## src/rtl/mmio_uart_counter_ctrl.sv

```systemverilog
// ============================================================================
// Module      : mmio_uart_counter_ctrl
// Description : MMIO block at 0x8xxx_xxxx serving UART TX/RX, a cycle counter
//               and an instret counter. Load data is returned one cycle late.
//               Optional RX FIFO enabled by defining MMIO_RX_FIFO_EN.
// Revision    : 1.0 - initial release
// ============================================================================
`default_nettype none

module mmio_uart_counter_ctrl #(
  parameter int CPU_CLOCK_FREQ = 50_000_000,
  parameter int RX_FIFO_DEPTH  = 4
) (
  input  logic        clk,
  input  logic        rst,
  input  logic [31:0] addr,
  input  logic [31:0] wdata,
  input  logic        re,
  input  logic        we,
  input  logic        instr_retire,
  output logic [31:0] rdata,
  output logic [7:0]  tx_data,
  output logic        tx_valid,
  input  logic        tx_ready,
  input  logic [7:0]  rx_data,
  input  logic        rx_valid,
  output logic        rx_ready
);

  localparam logic [25:0] c_CTRL = 26'd0;
  localparam logic [25:0] c_RXD  = 26'd1;
  localparam logic [25:0] c_TXD  = 26'd2;
  localparam logic [25:0] c_CYC  = 26'd4;
  localparam logic [25:0] c_INS  = 26'd5;
  localparam logic [25:0] c_CLR  = 26'd6;

  logic        w_sel;
  logic [25:0] w_word;
  logic        w_rd;
  logic        w_wr;
  logic        w_tx_wr;
  logic        w_clr;
  logic        w_rx_rd;
  logic [7:0]  w_rx_byte;
  logic        w_rx_flag;
  logic [2:0]  w_cnt_disp;
  logic [31:0] w_rd_val;
  logic        w_unused;

  logic [31:0] r_rdata;
  logic [7:0]  r_tx_data;
  logic        r_tx_valid;
  logic [31:0] r_cycle;
  logic [31:0] r_instret;

  assign w_sel   = (addr[31:28] == 4'h8);
  assign w_word  = addr[27:2];
  // A simultaneous store wins over the load, so such a load returns 0.
  assign w_rd    = re && w_sel && !we;
  assign w_wr    = we && w_sel;
  assign w_tx_wr = w_wr && (w_word == c_TXD);
  assign w_clr   = w_wr && (w_word == c_CLR);
  assign w_rx_rd = w_rd && (w_word == c_RXD);

  assign w_unused = ^{wdata[31:8], addr[1:0], (CPU_CLOCK_FREQ != 0), (RX_FIFO_DEPTH != 0)};

`ifdef MMIO_RX_FIFO_EN
  localparam int              c_AW    = (RX_FIFO_DEPTH > 1) ? $clog2(RX_FIFO_DEPTH) : 1;
  localparam logic [c_AW:0]   c_DEPTH = RX_FIFO_DEPTH[c_AW:0];

  logic [7:0]      r_fifo [RX_FIFO_DEPTH];
  logic [c_AW-1:0] r_wr_ptr;
  logic [c_AW-1:0] r_rd_ptr;
  logic [c_AW:0]   r_count;
  logic            w_empty;
  logic            w_full;
  logic            w_push;
  logic            w_pop;
  logic [31:0]     w_count32;

  assign w_empty    = (r_count == '0);
  assign w_full     = (r_count == c_DEPTH);
  assign w_push     = rx_valid && !w_full;
  assign w_pop      = w_rx_rd && !w_empty;
  assign w_rx_byte  = r_fifo[r_rd_ptr];
  assign w_rx_flag  = !w_empty;
  assign rx_ready   = !w_full;
  assign w_count32  = {{(31 - c_AW){1'b0}}, r_count};
  assign w_cnt_disp = (w_count32 > 32'd7) ? 3'd7 : w_count32[2:0];

  // Pointers wrap naturally because the depth is a power of two.
  always_ff @(posedge clk or posedge rst) begin
    if (rst) begin
      r_wr_ptr <= '0;
      r_rd_ptr <= '0;
      r_count  <= '0;
      for (int i = 0; i < RX_FIFO_DEPTH; i++) begin
        r_fifo[i] <= 8'd0;
      end
    end else begin
      if (w_push) begin
        r_fifo[r_wr_ptr] <= rx_data;
        r_wr_ptr         <= r_wr_ptr + 1'b1;
      end
      if (w_pop) begin
        r_rd_ptr <= r_rd_ptr + 1'b1;
      end
      case ({w_push, w_pop})
        2'b10:   r_count <= r_count + 1'b1;
        2'b01:   r_count <= r_count - 1'b1;
        default: r_count <= r_count;
      endcase
    end
  end
`else
  logic [7:0] r_rx_byte;
  logic       r_rx_full;

  assign w_rx_byte  = r_rx_byte;
  assign w_rx_flag  = r_rx_full;
  assign rx_ready   = !r_rx_full;
  assign w_cnt_disp = 3'd0;

  // A pop and an arriving byte cannot both act: rx_ready is low while full.
  always_ff @(posedge clk or posedge rst) begin
    if (rst) begin
      r_rx_byte <= 8'd0;
      r_rx_full <= 1'b0;
    end else if (w_rx_rd && r_rx_full) begin
      r_rx_full <= 1'b0;
    end else if (rx_valid && !r_rx_full) begin
      r_rx_byte <= rx_data;
      r_rx_full <= 1'b1;
    end
  end
`endif

  always_comb begin
    w_rd_val = 32'd0;
    case (w_word)
      c_CTRL:  w_rd_val = {27'd0, w_cnt_disp, w_rx_flag, !r_tx_valid};
      c_RXD:   w_rd_val = {24'd0, w_rx_byte};
      c_CYC:   w_rd_val = r_cycle;
      c_INS:   w_rd_val = r_instret;
      default: w_rd_val = 32'd0;
    endcase
  end

  always_ff @(posedge clk or posedge rst) begin
    if (rst) begin
      r_rdata <= 32'd0;
    end else if (re) begin
      r_rdata <= w_rd ? w_rd_val : 32'd0;
    end
  end

  // A store arriving while the holding register is full is dropped,
  // including the cycle in which the pending byte is handed off.
  always_ff @(posedge clk or posedge rst) begin
    if (rst) begin
      r_tx_data  <= 8'd0;
      r_tx_valid <= 1'b0;
    end else if (r_tx_valid) begin
      if (tx_ready) begin
        r_tx_valid <= 1'b0;
      end
    end else if (w_tx_wr) begin
      r_tx_data  <= wdata[7:0];
      r_tx_valid <= 1'b1;
    end
  end

  always_ff @(posedge clk or posedge rst) begin
    if (rst) begin
      r_cycle   <= 32'd0;
      r_instret <= 32'd0;
    end else if (w_clr) begin
      r_cycle   <= 32'd0;
      r_instret <= 32'd0;
    end else begin
      r_cycle <= r_cycle + 32'd1;
      if (instr_retire) begin
        r_instret <= r_instret + 32'd1;
      end
    end
  end

  assign rdata    = r_rdata;
  assign tx_data  = r_tx_data;
  assign tx_valid = r_tx_valid;

endmodule

`default_nettype wire
```

## config.mk

```make
export PLATFORM = sky130hd
export DESIGN_NAME = mmio_uart_counter_ctrl
export DESIGN_NICKNAME = d
export VERILOG_FILES = /design/src/rtl/mmio_uart_counter_ctrl.sv
export SDC_FILE = /design/constraint.sdc
export NUM_CORES = 1
export LEC_CHECK = 0
export CORE_MARGIN = 3
export CORE_UTILIZATION = 31
export CTS_BUF_LIST = sky130_fd_sc_hd__clkbuf_8 sky130_fd_sc_hd__clkbuf_16
export DETAILED_ROUTE_END_ITERATION = 8
export SLEW_MARGIN = 20
export SYNTH_ARGS = -nofsm -noshare
export SYNTH_HDL_FRONTEND = slang
export SYNTH_SLANG_ARGS = --single-unit
```

## constraint.sdc

```tcl
create_clock -name clk -period 6.5 [get_ports clk]
set_clock_uncertainty 0.1 [all_clocks]
set_input_delay 0.65 -clock clk [delete_from_list [all_inputs] [get_ports clk]]
set_output_delay 0.65 -clock clk [all_outputs]
set_load 0.005 [all_outputs]
```

After elaboration in Yosys (flattened, before gate mapping):

Cells that the tools add are included.

* register bits: 114
* input bits: 79
* output and inout bits: 42
* logic and storage cells: 43

* add/sub/neg operators: 2
* equal/unequal tests: 6
* mux-type cells: 10
* bitwise logic cells: 2
* reduce and logical (&&, ||, !) cells: 16

Operator list (count)
* $mux W32: 4
* $pmux W32 S4: 1
* $eq A26 B3 Y1 const B: 3
* $add A32 B1 Y32 const B: 2
* $eq A26 B1 Y1 const B: 1
* $eq A26 B2 Y1 const B: 1
* $logic_not A26 Y1: 1
* $logic_and A1 B1 Y1: 8
* $mux W1: 5
* $eq A4 B4 Y1 const B: 1
* $reduce_and A2 Y1: 2
* $reduce_bool A2 Y1: 2
* $logic_not A1 Y1: 3
* $not A1 Y1: 2

Logic depth before layout (Yosys ltp):

* depth after elaboration: 7
* depth in mapped cells: 8
* gate-level depth less buffers: 5

Worst setup path after synthesis:

No wires, ideal clock.

* path type: input -> register
* start: input addr[5]
* end: register r_tx_data[0] (netlist: tx_data[0])
* library setup time: 0.125 ns
* arrival: 2.106 ns
* data required time: 6.275 ns
* setup slack: 4.169 ns
* stages on the path: 4
* path through: nor4b_1 -> nand4_1 -> nor4_4 -> mux2_2

* cells in the longest elaborated chain, start to end: 3

Ends and longest elaborated chain
* from (decl): line 16 `input logic [31:0] addr,`
* $eq A26 B2 Y1: line 61 `assign w_tx_wr = w_wr && (w_word == c_TXD);`
* $logic_and A1 B1 Y1: line 61
* $reduce_and A2 Y1 (no line)
* to (signal assigned): line 168 `r_tx_data <= wdata[7:0];`
* to (decl): line 51 `logic [7:0] r_tx_data;`

Every way passes these cells.
A chain may end at the register's enable or synchronous reset.

Final worst setup path:

* start: input addr[11]
* end: register r_rdata[31] (netlist: rdata[31])

* cells in the longest elaborated chain, start to end: 3

Ends and longest elaborated chain
* $eq A26 B3 Y1 (tied with other cells): line 140 `case (w_word)`
* $pmux W32 S4 (*): line 140
* $mux W32 (*): line 153 `r_rdata <= w_rd ? w_rd_val : 32'd0;`
* to (signal assigned): line 153
* to (decl): line 50 `logic [31:0] r_rdata;`

Every way passes the cells marked *; elsewhere a longest branch is shown, timed or not.

==> flow_metrics.tcl <==
set metrics [dict create \
    cts_tree "built" \
    status "completed" \
    die_area_mm2 0.0206 \
    synth_area_per_cell_um2 10.0 \
    num_io_pins 121 \
    dieWidth_um 144 \
    dp_hpwl_mm 10.5 \
    maxSlewViolCount 0 \
    rsz0062_at_grt "no" \
    async_flop_share_pct 100 \
    hold_violations 0 \
    grt_pass1_vias 4767 \
    cp_slowest_stage_delay_ns 0.79 \
    p_leak_uw 0.00298 \
    cts_sinks 114 \
    max_freq_mhz 340 \
    drt_iter0_drc 357 \
    synth.top_cell.area_share_pct 48.5 \
    drive_gt1_share_pct 9.51 \
    grt_pass1_wl_mm 25.0 \
    timing.critical_path.buf_inv 1 \
    critPathLaunchType "primary input" \
    rows 49 \
    n_antenna_cell 0 \
    final_cells 902 \
    final_common_cell "dfrtp_1" \
    synth-seq-cells 114 \
    synth.largest_area_cell "dfrtp_1" \
    grt_max_degree 73 \
    antenna_found_initial 0 \
    area_delta_synth_final_pct 27.6 \
    initial_utilization_pct 32.2 \
    clkSlewWorstSetupHoldPaths_ns 0.05 \
    post_cts_buffers 0 \
    grtUsageTotal_pct 15.2 \
    endpoint_kind "flop" \
    layout_setup_ws_ns 3.56 \
    synth_top_family_by_area "simple AND/OR/NAND/NOR gates" \
    p_per_area_mw_per_mm2 237 \
    muxShareOfSynthArea_pct 10.2 \
    cp.arrival_ns 3.13 \
    mostFrequentLayoutCells "114 x dfrtp_1, 93 x clkdlybuf4s50_1, 45 x inv_1" \
    fin_area_mm2 0.00750 \
    synth-simple-area-share_pct 19.6 \
    synthAdderAreaFrac_pct 0.426 \
    crit_chain "clkdlybuf4s50_1 -> nor4_1 -> nand3_1 -> or3_1 -> o41ai_1" \
    ant_nets 0 \
    syn_area_mm2 0.00588 \
    drt_pass1_iterations 4 \
    max-cap-violations 0 \
    place.port_buffers 94 \
    seqCellArea_mm2 0.00285 \
    globalRouteOverflowTotal 0 \
    postSynthCellCount 587 \
    synthXorXnorAreaFrac_pct 3.58 \
    fin_crit_sh_pct 45.3 \
    num_vias 4800 \
    synth_compound_area_share_pct 11.9 \
    min_path_type "flop to flop" \
    cp.required_ns 6.68 \
    core_area_mm2 0.0183 \
    routed_wl_mm 15.0 \
    placed_area_mm2 0.00695 \
    cts.htree.levels 4 \
    tightest_slew_ns 1.03 \
    cp_slowest_cell "or3_1" \
    die_h_um 144 \
    hold_buffers 0 \
    synth_nets 668 \
    multi_input_comb_area_mm2 0.00269 \
    gp_congestion 0.771 \
    ys_types 46 \
    ir_drop_uv 183 \
    cts_root_buf "clkbuf_16" \
    critPathKind "primary input to flop" \
    post-route-min-period_ns 2.94 \
    wl_per_cell_um 16.7 \
    cts_buffers 17 \
    synth_edf_count 0 \
    setup_violations 0 \
    synth_flop_cell "dfrtp_1" \
    place_ws_ns 3.06 \
    cts_max_path_buffers 2 \
    layout.nets 744 \
    dp.cells 873 \
    post-route-util_pct 41.0 \
    seq_area_frac_synth_pct 48.5 \
    drc 0 \
    worst-path-max-fanout 24 \
    clkLatencyLatePin_ns 0.41 \
    fill_cells 1756 \
    synth_area_leaders "dfrtp_1 49%, mux2i_1 5.5%, mux2_2 4.0%, o22ai_1 3.3%, inv_1 2.7%" \
    tns_ns 0 \
    cp_top_family "simple AND/OR/NAND/NOR gates" \
    yosysWarnings 0 \
    cts-resized-gates 0 \
    relSlewSlack_pct 31.2 \
    viasPerCell 5.32 \
]
stage by stage:
step | hold WS, ns | total power (uW)
5_1_grt | 0.415 | 1850
4_1_cts | 0.393 | 1790
3_5_place_dp | 0.380 | 931
2_1_floorplan | 0.374 | 869
3_3_place_gp | 0.370 | 924
6_report | 0.386 | 1770
final timing paths:
path	startpoint	endpoint	slack [ns]	cells past startpoint
max reg2reg	r_cycle[1]	r_cycle[30]	4.02	5
max	addr[11]	rdata[31]	3.56	5
min	rdata[31]	rdata[31]	0.39	2
min in group asynchronous	rst	tx_data[1]	0.71	2
min reg2reg	rdata[31]	rdata[31]	0.39	2
max in group asynchronous	rst	r_instret[21]	4.48	3
flip-flops by register name, indices dropped and copies added (netlist names):
register,cells
tx_valid,1
tx_data,8
r_rx_byte,8
r_instret,32
r_cycle,32
rdata,32
r_rx_full,1
cells in the mapped netlist (3+ instances only):
library cell and n:
nand4_1 25, nor2_1 31, xor2_1 11, xnor2_1 13
a22oi_1 6, nor4_1 16, mux2_2 21, o21ai_0 23
mux2i_1 32, buf_2 10, o21bai_1 6, or3_1 14
and2_1 4, clkbuf_1 26, a21oi_1 30, nand2_1 22
dfrtp_1 114, o41ai_1 3, or4_1 16, nor2b_1 3
inv_1 43, and4_1 9, o31ai_1 14, nand3_1 23
nor3_1 4, and3_1 9, o22ai_1 31
area by class of cell:
class	instances	share of cell area (%)
clock inverter	8	0.868
timing repair buffer	97	12.8
clock buffer	21	6.41
sequential	114	38.1
tap	229	3.82
inverter	43	2.19
multi-input combinational	390	35.9
worst reg2reg max path, cell delays in order (launching register included):
cell and delay [ns]:
dfrtp_1 0.47, ha_1 0.28, and4_1 0.44, nand3_1 0.36, nor4_1 0.49, mux2i_1 0.26
per-layer routing:
metal | GRT usage [%] | part of all wire [%] | up-vias
li1 | - | - | 2312
met1 | 20.8 | 47 | 2376
met2 | 24.4 | 49 | 98
met3 | 3.49 | 3.4 | 14
met4 | 4.11 | 1.0 | 0
met5 | 0 | 0 | -
report_power, final:
part           internal [uW]  leakage, uW  switching [uW]  total (uW)
sequential               738      0.00153            41.3         779
clock                    552     0.000284             302         855
combinational           74.9      0.00117            65.3         140
logic make-up (layout without fill, tap and decap cells):
kind of cell / count (synthesis) / count (layout)
AOI/OAI and AO/OA: 115 / 115
buffers and inverters: 83 / 169
and+or+nand+nor: 194 / 194
muxes: 55 / 55
xor gates and xnor gates: 24 / 24
adders and majority gates: 2 / 2
DFF: 114 / 114
No activity file was read; power rests on OpenSTA's default activity.
